$ cat src/rtl/cpu_pkg.sv
// Shared types for the store write buffer: default widths, drain FSM encoding, entry layout.
package cpu_pkg;

  localparam int DEF_ADDR_W = 32;
  localparam int DEF_DATA_W = 32;

  typedef enum logic {
    SWB_IDLE = 1'b0,
    SWB_BUSY = 1'b1
  } swb_state_t;

  typedef struct packed {
    logic                  valid;
    logic [DEF_ADDR_W-1:0] addr;
    logic [DEF_DATA_W-1:0] data;
  } swb_entry_t;

endpackage

$ cat src/rtl/swb_fifo_mem.sv
// Store buffer storage: entry array with valid bits, read/write pointers and occupancy count.
module swb_fifo_mem #(
  parameter int DEPTH  = 4,
  parameter int ADDR_W = 32,
  parameter int DATA_W = 32
) (
  input  logic                             clock,
  input  logic                             reset,
  input  logic                             push,
  input  logic [ADDR_W-1:0]                push_addr,
  input  logic [DATA_W-1:0]                push_data,
  input  logic                             pop,
  output logic [ADDR_W-1:0]                head_addr,
  output logic [DATA_W-1:0]                head_data,
  output logic [DEPTH-1:0]                 ent_valid,
  output logic [DEPTH-1:0][ADDR_W-1:0]     ent_addr,
  output logic [DEPTH-1:0][DATA_W-1:0]     ent_data,
  output logic [$clog2(DEPTH)-1:0]         wptr,
  output logic [$clog2(DEPTH+1)-1:0]       count
);

  localparam int PTR_W = $clog2(DEPTH);

  typedef struct packed {
    logic              valid;
    logic [ADDR_W-1:0] addr;
    logic [DATA_W-1:0] data;
  } entry_t;

  entry_t           mem [DEPTH];
  logic [PTR_W-1:0] rptr;

  // Push and pop never target the same slot: pop needs an entry, push needs a free one.
  always_ff @(posedge clock or negedge reset) begin
    if (!reset) begin
      for (int i = 0; i < DEPTH; i++) mem[i] <= '0;
      wptr  <= '0;
      rptr  <= '0;
      count <= '0;
    end else begin
      if (push) begin
        mem[wptr] <= '{valid: 1'b1, addr: push_addr, data: push_data};
        wptr      <= wptr + 1'b1;
      end
      if (pop) begin
        mem[rptr].valid <= 1'b0;
        rptr            <= rptr + 1'b1;
      end
      if (push && !pop)
        count <= count + 1'b1;
      else if (pop && !push)
        count <= count - 1'b1;
    end
  end

  always_comb begin
    head_addr = mem[rptr].addr;
    head_data = mem[rptr].data;
    for (int i = 0; i < DEPTH; i++) begin
      ent_valid[i] = mem[i].valid;
      ent_addr[i]  = mem[i].addr;
      ent_data[i]  = mem[i].data;
    end
  end

endmodule

$ cat src/rtl/store_write_buffer.sv
// Posted-write buffer from ROB store commit to the dcache write port, drained in order.
// Load forwarding is built only when STORE_FWD_EN is defined; otherwise hit/data read 0.
module store_write_buffer
  import cpu_pkg::*;
#(
  parameter int DEPTH  = 4,
  parameter int ADDR_W = DEF_ADDR_W,
  parameter int DATA_W = DEF_DATA_W
) (
  input  logic                       clock,
  input  logic                       reset,
  input  logic                       robWriteEnable,
  input  logic [ADDR_W-1:0]          robWriteAddr,
  input  logic [DATA_W-1:0]          robWriteData,
  output logic                       robWriteDone,
  output logic                       cacheWriteEnable,
  output logic [ADDR_W-1:0]          cacheWriteAddr,
  output logic [DATA_W-1:0]          cacheWriteData,
  input  logic                       cacheWriteDone,
  input  logic [ADDR_W-1:0]          loadAddr,
  output logic                       loadFwdHit,
  output logic [DATA_W-1:0]          loadFwdData,
  output logic                       full,
  output logic                       empty,
  output logic [$clog2(DEPTH+1)-1:0] count
);

  localparam int PTR_W = $clog2(DEPTH);
  localparam int CNT_W = $clog2(DEPTH+1);
  localparam logic [CNT_W-1:0] FULL_CNT = CNT_W'(DEPTH);

  swb_state_t                  state, state_nxt;
  logic                        push, pop, load;
  logic [ADDR_W-1:0]           head_addr;
  logic [DATA_W-1:0]           head_data;
  logic [DEPTH-1:0]            ent_valid;
  logic [DEPTH-1:0][ADDR_W-1:0] ent_addr;
  logic [DEPTH-1:0][DATA_W-1:0] ent_data;
  logic [PTR_W-1:0]            wptr;

  swb_fifo_mem #(.DEPTH(DEPTH), .ADDR_W(ADDR_W), .DATA_W(DATA_W)) u_mem (
    .clock     (clock),
    .reset     (reset),
    .push      (push),
    .push_addr (robWriteAddr),
    .push_data (robWriteData),
    .pop       (pop),
    .head_addr (head_addr),
    .head_data (head_data),
    .ent_valid (ent_valid),
    .ent_addr  (ent_addr),
    .ent_data  (ent_data),
    .wptr      (wptr),
    .count     (count)
  );

  assign full  = (count == FULL_CNT);
  assign empty = (count == '0);
  // The done term keeps a still-held enable from being accepted twice.
  assign push  = robWriteEnable && !full && !robWriteDone;

  always_ff @(posedge clock or negedge reset) begin
    if (!reset) robWriteDone <= 1'b0;
    else        robWriteDone <= push;
  end

  always_ff @(posedge clock or negedge reset) begin
    if (!reset) state <= SWB_IDLE;
    else        state <= state_nxt;
  end

  always_comb begin
    state_nxt = state;
    case (state)
      SWB_IDLE: if (!empty)        state_nxt = SWB_BUSY;
      SWB_BUSY: if (cacheWriteDone) state_nxt = SWB_IDLE;
      default:                      state_nxt = SWB_IDLE;
    endcase
  end

  always_comb begin
    cacheWriteEnable = (state == SWB_BUSY);
    load             = (state == SWB_IDLE) && !empty;
    pop              = (state == SWB_BUSY) && cacheWriteDone;
  end

  // Head is copied out at launch so the cache sees stable values for the whole request.
  always_ff @(posedge clock or negedge reset) begin
    if (!reset) begin
      cacheWriteAddr <= '0;
      cacheWriteData <= '0;
    end else if (load) begin
      cacheWriteAddr <= head_addr;
      cacheWriteData <= head_data;
    end
  end

`ifdef STORE_FWD_EN
  // Oldest-to-youngest walk so the last match, the youngest store, wins.
  always_comb begin
    logic [PTR_W-1:0] idx;
    idx         = '0;
    loadFwdHit  = 1'b0;
    loadFwdData = '0;
    for (int i = DEPTH; i >= 1; i--) begin
      idx = wptr - PTR_W'(i);
      if (ent_valid[idx] && (ent_addr[idx] == loadAddr)) begin
        loadFwdHit  = 1'b1;
        loadFwdData = ent_data[idx];
      end
    end
  end
`else
  logic unused_fwd;
  assign unused_fwd  = ^{loadAddr, ent_valid, ent_addr, ent_data, wptr};
  assign loadFwdHit  = 1'b0;
  assign loadFwdData = '0;
`endif

endmodule

$ cat config.mk
export PLATFORM = sky130hd
export DESIGN_NAME = store_write_buffer
export DESIGN_NICKNAME = d
export VERILOG_FILES = /design/src/rtl/cpu_pkg.sv /design/src/rtl/swb_fifo_mem.sv /design/src/rtl/store_write_buffer.sv
export SDC_FILE = /design/constraint.sdc
export NUM_CORES = 1
export LEC_CHECK = 0
export BUFFER_PORTS_ARGS = -buffer_cell sky130_fd_sc_hd__buf_2
export CAP_MARGIN = 40
export CORE_MARGIN = 3
export CORE_UTILIZATION = 55
export DETAILED_ROUTE_END_ITERATION = 10
export PLACE_DENSITY = 0.76
export SETUP_SLACK_MARGIN = 0.1
export SYNTH_ARGS = -nofsm -noshare
export SYNTH_HDL_FRONTEND = slang
export SYNTH_HIERARCHICAL = 1
export SYNTH_SLANG_ARGS = --single-unit
$ cat constraint.sdc
create_clock -name clock -period 2.54 [get_ports clock]
set_clock_uncertainty 0.05 [all_clocks]
set_input_delay 0.381 -clock clock [delete_from_list [all_inputs] [get_ports clock]]
set_output_delay 0.381 -clock clock [all_outputs]
set_load 0.05 [all_outputs]
Word-level counts from Yosys, hierarchy flattened
Index checks and enable logic that the tools add are counted.

Register bits after elaboration: 333. Word-level logic and storage cells: 62. Output and inout bits: 104.

Eq/ne operators: 1. Order comparisons: 4. Mux-type cells: 16. Add/sub/neg operators: 4. Bitwise gates (word level): 3. Reductions and logical operators: 15.

Operators with widths (count): $bwmux W260 (2); $mux W260 (2); $demux W65 S2 (2); $bmux W65 S2 (1); $mux W65 (2); $mux W64 (2); $logic_and A1 B1 Y1 (8); $ge A3 B3 Y1 const B (2); $lt A3 B1 Y1 const B (2); $mux W3 (2); $not A2 Y3 (2); $logic_not A1 Y1 (5); $add A2 B1 Y2 const B (2); $add A3 B1 Y3 const B (1); $eq A3 B3 Y1 const B (1); $logic_not A3 Y1 (1); $sub A3 B1 Y3 const B (1); $mux W1 (2); $pmux W1 S2 (1); $reduce_bool A2 Y1 (1); $not A1 Y1 (1).

Longest topological paths before layout
Gate-level depths: netlist of run 1.

Depth in word-level cells: 9. Mapped depth: 11.

By module
Netlist of run 1, hierarchy kept.

By module, submodules not included: swb_fifo_mem (seq. area each 6681.4 sq um, instances 1, area each 12339.3 sq um, cells an instance 666); store_write_buffer (seq. area each 1651.6 sq um, instances 1, area each 3930.0 sq um, cells an instance 404).

Least setup slack after synthesis of run 1
OpenSTA, ideal clock, no wires.

Path type: flip-flop to flip-flop. Start: register u_mem.count[2]. End: register u_mem.count[1]. Slack: -1.242 ns. Path buffers: 2. Data required time: 2.365 ns. Cell stages (with the launch flop): 9. Period minus slack after synthesis: 3.782 ns. Arrival time: 3.607 ns. Cell sequence: dfrtp_1 buf_2 clkbuf_1 nor3b_1 nor3b_1 ha_1 inv_1 fa_1 mux2_2.

Word-level cells in the longest chain between the ends: 7. Elaborated cells on any way between the ends: 9. Classes of those cells: eq/ne: 1; mux: 1; reduce/logical: 7.

Ends and longest elaborated chain: from (decl) (line swb_fifo_mem.sv:19) `output logic [$clog2(DEPTH+1)-1:0] count`; from (signal assigned) (line swb_fifo_mem.sv:50) `count <= count + 1'b1;`; from (signal assigned) (line swb_fifo_mem.sv:52) `count <= count - 1'b1;`; $eq A3 B3 Y1 * (line store_write_buffer.sv:57) `assign full = (count == FULL_CNT);`; net full (line store_write_buffer.sv:23) `output logic full,`; $logic_not A1 Y1 * (line store_write_buffer.sv:60) `assign push = robWriteEnable && !full && !robWriteDone;`; $logic_and A1 B1 Y1 * (2 in a row) (line store_write_buffer.sv:60); net push (line store_write_buffer.sv:33) `logic push, pop, load;`; $logic_not A1 Y1 (line swb_fifo_mem.sv:51) `else if (pop && !push)`; $logic_and A1 B1 Y1 (line swb_fifo_mem.sv:51); $reduce_bool A2 Y1 (no source line).

The timed path passes the listed nets; every way through them passes the cells marked *. A chain may end at the register's enable or synchronous reset.

Worst setup path after layout of run 1
Start: register u_mem.count[1]. End: output empty.

Word-level cells in the longest chain between the ends: 1.

Ends and longest elaborated chain: $logic_not A3 Y1 (line store_write_buffer.sv:58) `assign empty = (count == '0);`; to (decl) (line store_write_buffer.sv:24) `output logic empty,`.

No other way between the ends.

==> results.sh, run 1 <==
export IMPL_port_buffers=138
export IMPL_final_cell_count_no_fill=1595
export IMPL_finalMaxSlewViolations=0
export IMPL_timing_final_crit_share_pct=90.6
export IMPL_p_int_mw=17.1
export IMPL_coreArea_mm2=0.0283
export IMPL_p_switching_mw=9.77
export IMPL_final_setup_viol_count=0
export IMPL_htree_levels=2
export IMPL_clkTransAtPathRegs_ns=0.06
export IMPL_die_x_um=177
export IMPL_postSynthCellCount=1055
export IMPL_cap_violations=0
export IMPL_critical_path_arrival_ns=1.87
export IMPL_grt_pass1_vias=10200
export IMPL_die_height_um=177
export IMPL_nFillCells=2001
export IMPL_syn_avg_cell_area_um2=15.3
export IMPL_seq_power_share_pct=36.1
export IMPL_worst_slack_ns=0.238
export IMPL_comb_power_share_pct=44.8
export IMPL_cts_root_buf="clkbuf_16"
export IMPL_via_count=9328
export IMPL_dpl_hpwl_mm=21.5
export IMPL_grt_pass1_wl_mm=59.1
export IMPL_dpl_worst_slack_ns=0.272
export IMPL_cts_tree="done"
export IMPL_switching_share_pct=36.3
export IMPL_dpl_cell_count=1530
export IMPL_grt_max_degree=75
export IMPL_slew_headroom_pct=51.1
export IMPL_drc=0
export IMPL_numCtsBuffers=36
export IMPL_antenna_found_initial=7
export IMPL_crit_path_start_kind="register"
export IMPL_rows=61
export IMPL_fin_setup_tns_ns=0
export IMPL_p_leak_nw=8.59
export IMPL_p_per_area_mw_per_mm2=1470
export IMPL_p_total_mw=26.9
export IMPL_finalHoldViolations=0
export IMPL_grt_total_usage_pct=23.8
export IMPL_dieArea_mm2=0.0313
export IMPL_clock_sinks=329
export IMPL_multiInputGateArea_mm2=0.00723
export IMPL_cp_required_ns=2.11
export IMPL_register_area_mm2=0.00825
export IMPL_layout_nets=1299
export IMPL_rsz0062_at_grt="false"
export IMPL_gp_congestion=0.724
export IMPL_drive_gt1_share_pct=48.0
export IMPL_p_clk_share_pct=19.0
export IMPL_wl_mm=35.8
export IMPL_drtIter0Drc=613
export IMPL_wl_per_cell_um=22.5
export IMPL_status="finished clean"
export IMPL_overflow=0
export IMPL_min_period_ns=2.30
export IMPL_hp_class="input port to register"
export IMPL_syn_to_final_growth_pct=14.0
export IMPL_timing_fmax_mhz=434
export IMPL_ys_warn_count=6
export IMPL_syn_area_mm2=0.0161
export IMPL_dr_pass1_iters=6
export IMPL_cp_end_kind="primary output"
export IMPL_ctsLongestPathBuffers=3
export IMPL_initial_core_util_pct=56.8
export IMPL_insertion_delay_ns=0.51
export IMPL_ioPinCount=204
export IMPL_postRouteAntennaNets=0
export IMPL_tightest_slew_ns=0.733
export IMPL_vdd_ir_drop_max_mv=0.746
export IMPL_critPathMaxFanout=26
export IMPL_critical_path_class="register to primary output"
export IMPL_via_per_inst=5.85
timing repair:
action | in CTS | in global routing
gates resized for setup | 2 | 0
setup endpoints to repair | 1 | 0
hold buffers | 1 | 0
endpoints found under the hold margin | 56 | 0
setup buffers | 1 | 0
power groups by stage:
stage / clock network (mW) / registers, mW / logic [mW]
after floorplan: 0 / 10.8 / 8.23
after global placement: 0 / 9.58 / 11.8
after detailed placement: 0 / 9.73 / 12.1
after CTS: 5.22 / 9.73 / 12.1
after global routing: 5.43 / 10.1 / 12.9
final: 5.12 / 9.72 / 12.1
worst paths after layout:
kind                                       from                end  slack [ns]  depth (start not counted)
worst max-delay path             u_mem/count[1]              empty        0.24                          4
worst min-delay path            robWriteAddr[8]           register         0.1                          2
worst max register to register   u_mem/count[0]     u_mem/count[2]        0.27                          9
worst min register to register         register           register        0.45                          1
max in group asynchronous                 reset  cacheWriteData[5]        1.29                          3
min in group asynchronous                 reset          async pin        0.36                          2
worst max-delay path: stages, from the launching register on:
cell	delay (ns)
dfrtp_2	0.43
buf_4	0.24
nor3_2	0.33
buf_6	0.17
buf_4	0.19
layer usage:
layer  up-vias  share of wire (%)  global-route usage [%]
met4        10                1.9                    5.73
met2       273                 47                    37.2
met3        69                6.5                    5.75
met1      4896                 45                    34.1
li1       4080                  -                       -
met5         -               0.17                       0
layout make-up:
class	count	share of cell area, %
clock inverters	9	0.532
inverters	7	0.143
clock buffers	52	5.68
well taps	378	2.58
flip-flops and latches	329	45.0
multi-input cells	636	39.4
diodes	2	0.0273
repair buffers	182	6.69
through the flow:
| stage | area (um2) | hold slack [ns] | utilization (%) |
|---|---|---|---|
| after CTS | 18300 | 0.0828 | 64.8 |
| after floorplan | 16300 | 0.0354 | - |
| after global routing | 18300 | 0.0934 | 64.8 |
| after global placement | 17200 | 0.314 | 60.7 |
| final | 18300 | 0.0957 | 64.8 |
| after detailed placement | 17200 | 0.318 | 60.7 |
cells in the final DEF, fill, tap and decap left out, types with 2 or more instances in the layout:
cell,instances
buf_2,136
buf_12,15
conb_1,33
bufinv_16,2
nand2_8,3
mux4_2,64
or4b_1,59
o211ai_2,9
inv_1,6
clkbuf_1,9
or4b_2,5
o21ai_0,2
clkbuf_16,37
dfrtp_4,3
mux2_4,180
dfrtp_2,3
dfrtp_1,323
mux2_2,77
ha_1,5
o211ai_1,55
nand2b_1,64
buf_4,28
nand2_1,66
clkbuf_8,6
diode_2,2
xor2_1,4
clkinv_2,6
No activity file was read; power rests on OpenSTA's default activity.
==> run 2: changes to the inputs <==
--- a/config.mk
+++ b/config.mk
@@ -5,6 +5,7 @@
 export SDC_FILE = /design/constraint.sdc
 export NUM_CORES = 1
 export LEC_CHECK = 0
+export ABC_CLOCK_PERIOD_IN_PS = 2540
 export BUFFER_PORTS_ARGS = -buffer_cell sky130_fd_sc_hd__buf_2
 export CAP_MARGIN = 40
 export CORE_MARGIN = 3
==> constraint.sdc (replaced) <==
create_clock -name clock -period 2.54 [get_ports clock]
set_clock_uncertainty 0.05 [all_clocks]
set_input_delay 0.762 -clock clock [delete_from_list [all_inputs] [get_ports clock]]
set_output_delay 0.762 -clock clock [all_outputs]
set_load 0.05 [all_outputs]
==> run 2 against run 1 <==
Effect of this change: sequential share of layout area down 0.69 points; combinational power hardly changed; hold slack improved by 0.027 ns; first-iteration DRC count fell by 11%; non-clock buffer count rose by 9.
==> results.sh, run 2 (same netlist as run 1, synthesis figures left out) <==
export IMPL_status="finished clean"
export IMPL_cp_end_kind="primary output"
export IMPL_dpl_hpwl_mm=21.4
export IMPL_dr_pass1_iters=4
export IMPL_seq_power_share_pct=35.2
export IMPL_dieArea_mm2=0.0313
export IMPL_cts_tree="done"
export IMPL_crit_path_start_kind="register"
export IMPL_dpl_cell_count=1538
export IMPL_gp_congestion=0.733
export IMPL_cp_slowest_cell="dfrtp_2"
export IMPL_initial_core_util_pct=56.8
export IMPL_wl_mm=36.0
export IMPL_rows=61
export IMPL_critical_path_class="register to primary output"
export IMPL_drtIter0Drc=547
export IMPL_p_switching_mw=9.83
export IMPL_clock_sinks=329
export IMPL_via_per_inst=5.83
export IMPL_grt_total_usage_pct=23.7
export IMPL_grt_pass1_wl_mm=58.5
export IMPL_htree_levels=2
export IMPL_timing_final_crit_share_pct=93.5
export IMPL_comb_power_share_pct=44.6
export IMPL_layout_cells_most_common_list="323 x dfrtp_1, 180 x mux2_4, 134 x buf_2"
export IMPL_via_count=9355
export IMPL_hp_class="input port to async pin"
export IMPL_critPathMaxFanout=4
export IMPL_numCtsBuffers=36
export IMPL_slew_headroom_pct=39.2
export IMPL_switching_share_pct=35.7
export IMPL_ioPinCount=204
export IMPL_crit_chain="nor3b_4 > buf_2"
export IMPL_p_per_area_mw_per_mm2=1480
export IMPL_crit_family="flip-flops"
export IMPL_overflow=0
export IMPL_drive_gt1_share_pct=48.8
export IMPL_cap_violations=0
export IMPL_ctsLongestPathBuffers=3
export IMPL_syn_to_final_growth_pct=15.8
export IMPL_p_clk_share_pct=20.1
export IMPL_insertion_delay_ns=0.52
export IMPL_port_buffers=138
export IMPL_layout_nets=1308
export IMPL_min_period_ns=2.37
export IMPL_die_x_um=177
export IMPL_tightest_slew_ns=0.911
export IMPL_cp_slowest_stage_delay_ns=0.45
export IMPL_coreArea_mm2=0.0283
export IMPL_cts_hold_buf=0
export IMPL_vdd_ir_drop_max_mv=0.697
export IMPL_critical_path_arrival_ns=1.56
export IMPL_p_leak_nw=8.74
export IMPL_p_int_mw=17.7
export IMPL_timing_fmax_mhz=421
export IMPL_grt_max_degree=66
export IMPL_die_height_um=177
export IMPL_final_setup_viol_count=0
export IMPL_finalMaxSlewViolations=0
export IMPL_final_common_cell="dfrtp_1"
export IMPL_wl_per_cell_um=22.4
export IMPL_grt_pass1_vias=10200
export IMPL_cp_required_ns=1.73
export IMPL_final_util_pct=65.8
export IMPL_antenna_found_initial=4
export IMPL_final_cell_count_no_fill=1606
export IMPL_postRouteAntennaNets=0
export IMPL_finalHoldViolations=0
export IMPL_drc=0
export IMPL_cts_root_buf="clkbuf_16"
export IMPL_clkTransAtPathRegs_ns=0.07
export IMPL_crit_buf_inv=1
export IMPL_rsz0062_at_grt="true"
## run 2: power by group through the flow
stage                     logic, mW  clock network (mW)  registers (mW)
after CTS                      12.3                5.64            9.67
after global routing           13.0                5.86            10.1
final                          12.3                5.54            9.70
after global placement         11.9                   0            9.56
after floorplan                8.23                   0            10.8
after detailed placement       12.1                   0            9.68
## run 2: path summary, 6_finish.rpt
check	cells past startpoint	start	slack (ns)	end
worst min register to register	2	cacheWriteData[22]	0.45	cacheWriteData[22]
min in group clock	2	cacheWriteData[22]	0.45	cacheWriteData[22]
max in group asynchronous	2	reset	1.54	async pin
worst min-delay path	1	reset	0.12	async pin
worst max-delay path	2	u_mem/count[0]	0.17	full
worst max register to register	9	u_mem/count[2]	0.30	u_mem/count[2]
## run 2: worst reg2reg max path, cell delays in order (launching register included)
cell     delay (ns)
dfrtp_2        0.41
nor3b_4        0.17
nor3b_2        0.26
buf_12         0.20
ha_2           0.22
inv_2          0.04
fa_1           0.37
xor2_1         0.15
nor2_1         0.13
xor2_1         0.17
## run 2: area by class of cell
cell class | count | area (um2)
fillers | 1988 | 9680
flip-flops and latches | 329 | 8250
multi-input cells | 636 | 7230
repair buffers | 191 | 1380
clock buffers | 52 | 1070
well taps | 378 | 473
clock inverters | 12 | 193
inverters | 7 | 26.3
diodes | 1 | 2.50
## run 2: routing by layer
layer	routed length [um]	track usage [%]
met1	15900	33.4
met2	17500	38.4
met3	2000	5.06
met4	529	4.98
met5	41	0
## run 2: through the flow
step           power, mW  area, um2  worst slack, ns  hold WS, ns  setup TNS [ns]
2_1_floorplan       19.1      16300          -0.0422        0.416         -0.0422
3_3_place_gp        21.5      17300            0.139        0.432               0
3_5_place_dp        21.8      17300            0.113        0.439               0
4_1_cts             27.6      18600          0.00488        0.129               0
5_1_grt             29.0      18600           0.0885        0.131               0
6_report            27.5      18600            0.165        0.123               0
## run 2: what timing repair did
item | CTS | global route
gates cloned | 1 | 0
setup buffers | 0 | 2
setup endpoints to repair | 2 | 3
resized for setup | 2 | 8
pin swaps | 0 | 1
==> run 3: changes to the inputs <==
--- a/config.mk
+++ b/config.mk
@@ -8,6 +8,7 @@
 export ABC_CLOCK_PERIOD_IN_PS = 2540
 export BUFFER_PORTS_ARGS = -buffer_cell sky130_fd_sc_hd__buf_2
 export CAP_MARGIN = 40
+export CORE_ASPECT_RATIO = 2
 export CORE_MARGIN = 3
 export CORE_UTILIZATION = 55
 export DETAILED_ROUTE_END_ITERATION = 10
==> constraint.sdc (replaced) <==
create_clock -name clock -period 2.54 [get_ports clock]
set_clock_uncertainty 0.05 [all_clocks]
set_input_delay 0.127 -clock clock [delete_from_list [all_inputs] [get_ports clock]]
set_output_delay 0.127 -clock clock [all_outputs]
set_load 0.05 [all_outputs]
==> run 3 against run 2 <==
Effect of this change: combinational power about the same; routed wire length up 2.5%; via count up 2.6%; register-to-register slack better by 0.07 ns; clock-buffer cell count down 14; non-clock buffer count up 48; final cell count up 1.2%; power down 3.0%; sequential cell count unchanged; die area up 0.40%; sequential share of layout area down 0.49 points.
==> results.sh, run 3 (same netlist as run 1, synthesis figures left out) <==
export IMPL_finalMaxSlewViolations=0
export IMPL_drtIter0Drc=510
export IMPL_cap_violations=0
export IMPL_cp_required_ns=2.36
export IMPL_critPathMaxFanout=55
export IMPL_htree_levels=1
export IMPL_rows=88
export IMPL_final_setup_viol_count=0
export IMPL_wl_per_cell_um=22.7
export IMPL_layout_cells_most_common_list="323 x dfrtp_1, 180 x mux2_4, 137 x buf_2"
export IMPL_critical_path_arrival_ns=2.18
export IMPL_port_buffers=138
export IMPL_initial_core_util_pct=55.8
export IMPL_worst_slack_ns=0.181
export IMPL_clkTransAtPathRegs_ns=0.06
export IMPL_dr_pass1_iters=4
export IMPL_wl_mm=36.9
export IMPL_timing_fmax_mhz=424
export IMPL_p_leak_nw=8.79
export IMPL_rr_worst_depth=6
export IMPL_critical_path_class="register to primary output"
export IMPL_grt_pass1_vias=10500
export IMPL_rsz0062_at_grt="false"
export IMPL_tightest_slew_ns=0.724
export IMPL_postRouteAntennaNets=0
export IMPL_antennaDiodeCount=0
export IMPL_dieArea_mm2=0.0315
export IMPL_ctsLongestPathBuffers=3
export IMPL_dpl_hpwl_mm=21.6
export IMPL_min_period_ns=2.36
export IMPL_final_common_cell="dfrtp_1"
export IMPL_cts_root_buf="clkbuf_16"
export IMPL_seq_power_share_pct=36.3
export IMPL_timing_hold_ws_ns=0.0465
export IMPL_nFillCells=2039
export IMPL_final_cell_count_no_fill=1625
export IMPL_insertion_delay_ns=0.56
export IMPL_status="finished clean"
export IMPL_layout_nets=1349
export IMPL_p_per_area_mw_per_mm2=1420
export IMPL_cts_tree="done"
export IMPL_drive_gt1_share_pct=45.5
export IMPL_timing_final_crit_share_pct=92.9
export IMPL_grt_max_degree=131
export IMPL_hp_class="input port to register"
export IMPL_die_height_um=248
export IMPL_clock_sinks=329
export IMPL_overflow=0
export IMPL_switching_share_pct=36.8
export IMPL_p_clk_share_pct=17.4
export IMPL_coreArea_mm2=0.0288
export IMPL_finalHoldViolations=0
export IMPL_slew_headroom_pct=51.7
export IMPL_vdd_ir_drop_max_mv=1.50
export IMPL_grt_pass1_wl_mm=59.5
export IMPL_hold_depth=3
export IMPL_ioPinCount=204
export IMPL_die_x_um=127
export IMPL_numCtsBuffers=29
export IMPL_antenna_found_initial=0
export IMPL_via_per_inst=5.91
export IMPL_drc=0
export IMPL_cp_end_kind="primary output"
export IMPL_p_int_mw=16.9
export IMPL_grt_total_usage_pct=23.7
export IMPL_via_count=9597
export IMPL_p_switching_mw=9.83
export IMPL_crit_path_start_kind="register"
export IMPL_syn_to_final_growth_pct=17.1
export IMPL_gp_congestion=0.739
export IMPL_dpl_cell_count=1503
export IMPL_comb_power_share_pct=46.3
export IMPL_dpl_worst_slack_ns=0.384
[run 3: cell types whose count changed in the layout (fill, tap and decap cells not counted), moves of 3 or more]
cell | previous run | this run
buf_2 | 134 | 137
clkbuf_16 | 37 | 29
clkbuf_1 | 6 | 2
buf_4 | 31 | 14
clkinvlp_4 | 0 | 3
dlygate4sd3_1 | 0 | 66
clkinv_2 | 5 | 8
[run 3: power groups by stage]
| stage | Sequential [mW] | Combinational [mW] | Clock (mW) |
|---|---|---|---|
| after floorplan | 10.8 | 8.23 | 0 |
| after global placement | 9.55 | 11.9 | 0 |
| after detailed placement | 9.72 | 12.2 | 0 |
| after CTS | 9.69 | 12.4 | 4.71 |
| after global routing | 10.0 | 13.1 | 4.92 |
| final | 9.70 | 12.4 | 4.63 |
[run 3: cell type report]
cell class	count	area, um2	area share (%)
Sequential cell	329	8250	43.8
Tap cell	360	450	2.39
Inverter	7	26.3	0.139
Clock inverter	16	170	0.903
Clock buffer	38	830	4.40
Timing Repair Buffer	239	1880	9.99
Multi-Input combinational cell	636	7230	38.4
[run 3: what timing repair did]
action,4_1_cts,5_1_grt
pin swaps,1,0
setup endpoints to repair,1,1
hold endpoints to repair,345,0
gates resized for setup,1,2
hold buffers,66,0
buffers inserted,1,0
gates cloned,1,0
[run 3: critical path, cell delays in order (launching register included)]
cell and delay, ns:
dfrtp_2 0.43, buf_4 0.36, nor3_4 0.27, buf_12 0.25, buf_2 0.30
[run 3: worst paths after layout]
kind / slack, ns / end / startpoint
worst min register to register: 0.45 / register / register
worst min-delay path: 0.05 / robWriteDone / robWriteEnable
worst max-delay path: 0.18 / empty / u_mem/count[0]
min in group asynchronous: 0.06 / cacheWriteAddr[7] / reset
worst max register to register: 0.37 / register / u_mem/count[2]
max in group asynchronous: 1.50 / async pin / reset
[run 3: through the flow]
stage | total power, mW | TNS [ns] | cell area (um2) | util (%)
floorplan | 19.1 | -0.0422 | 16300 | -
global placement | 21.5 | 0 | 17100 | 59.4
detailed placement | 21.9 | 0 | 17100 | 59.4
CTS | 26.8 | 0 | 18800 | 65.3
global route | 28.0 | 0 | 18800 | 65.3
finish | 26.7 | 0 | 18800 | 65.3
[run 3: per-layer routing]
metal	vias to the layer above	global-route usage [%]	wire [um]
met4	0	7.74	1050
met1	5144	32.1	15300
li1	4162	-	-
met3	58	2.05	1250
met5	-	0	0
met2	233	40.8	19200
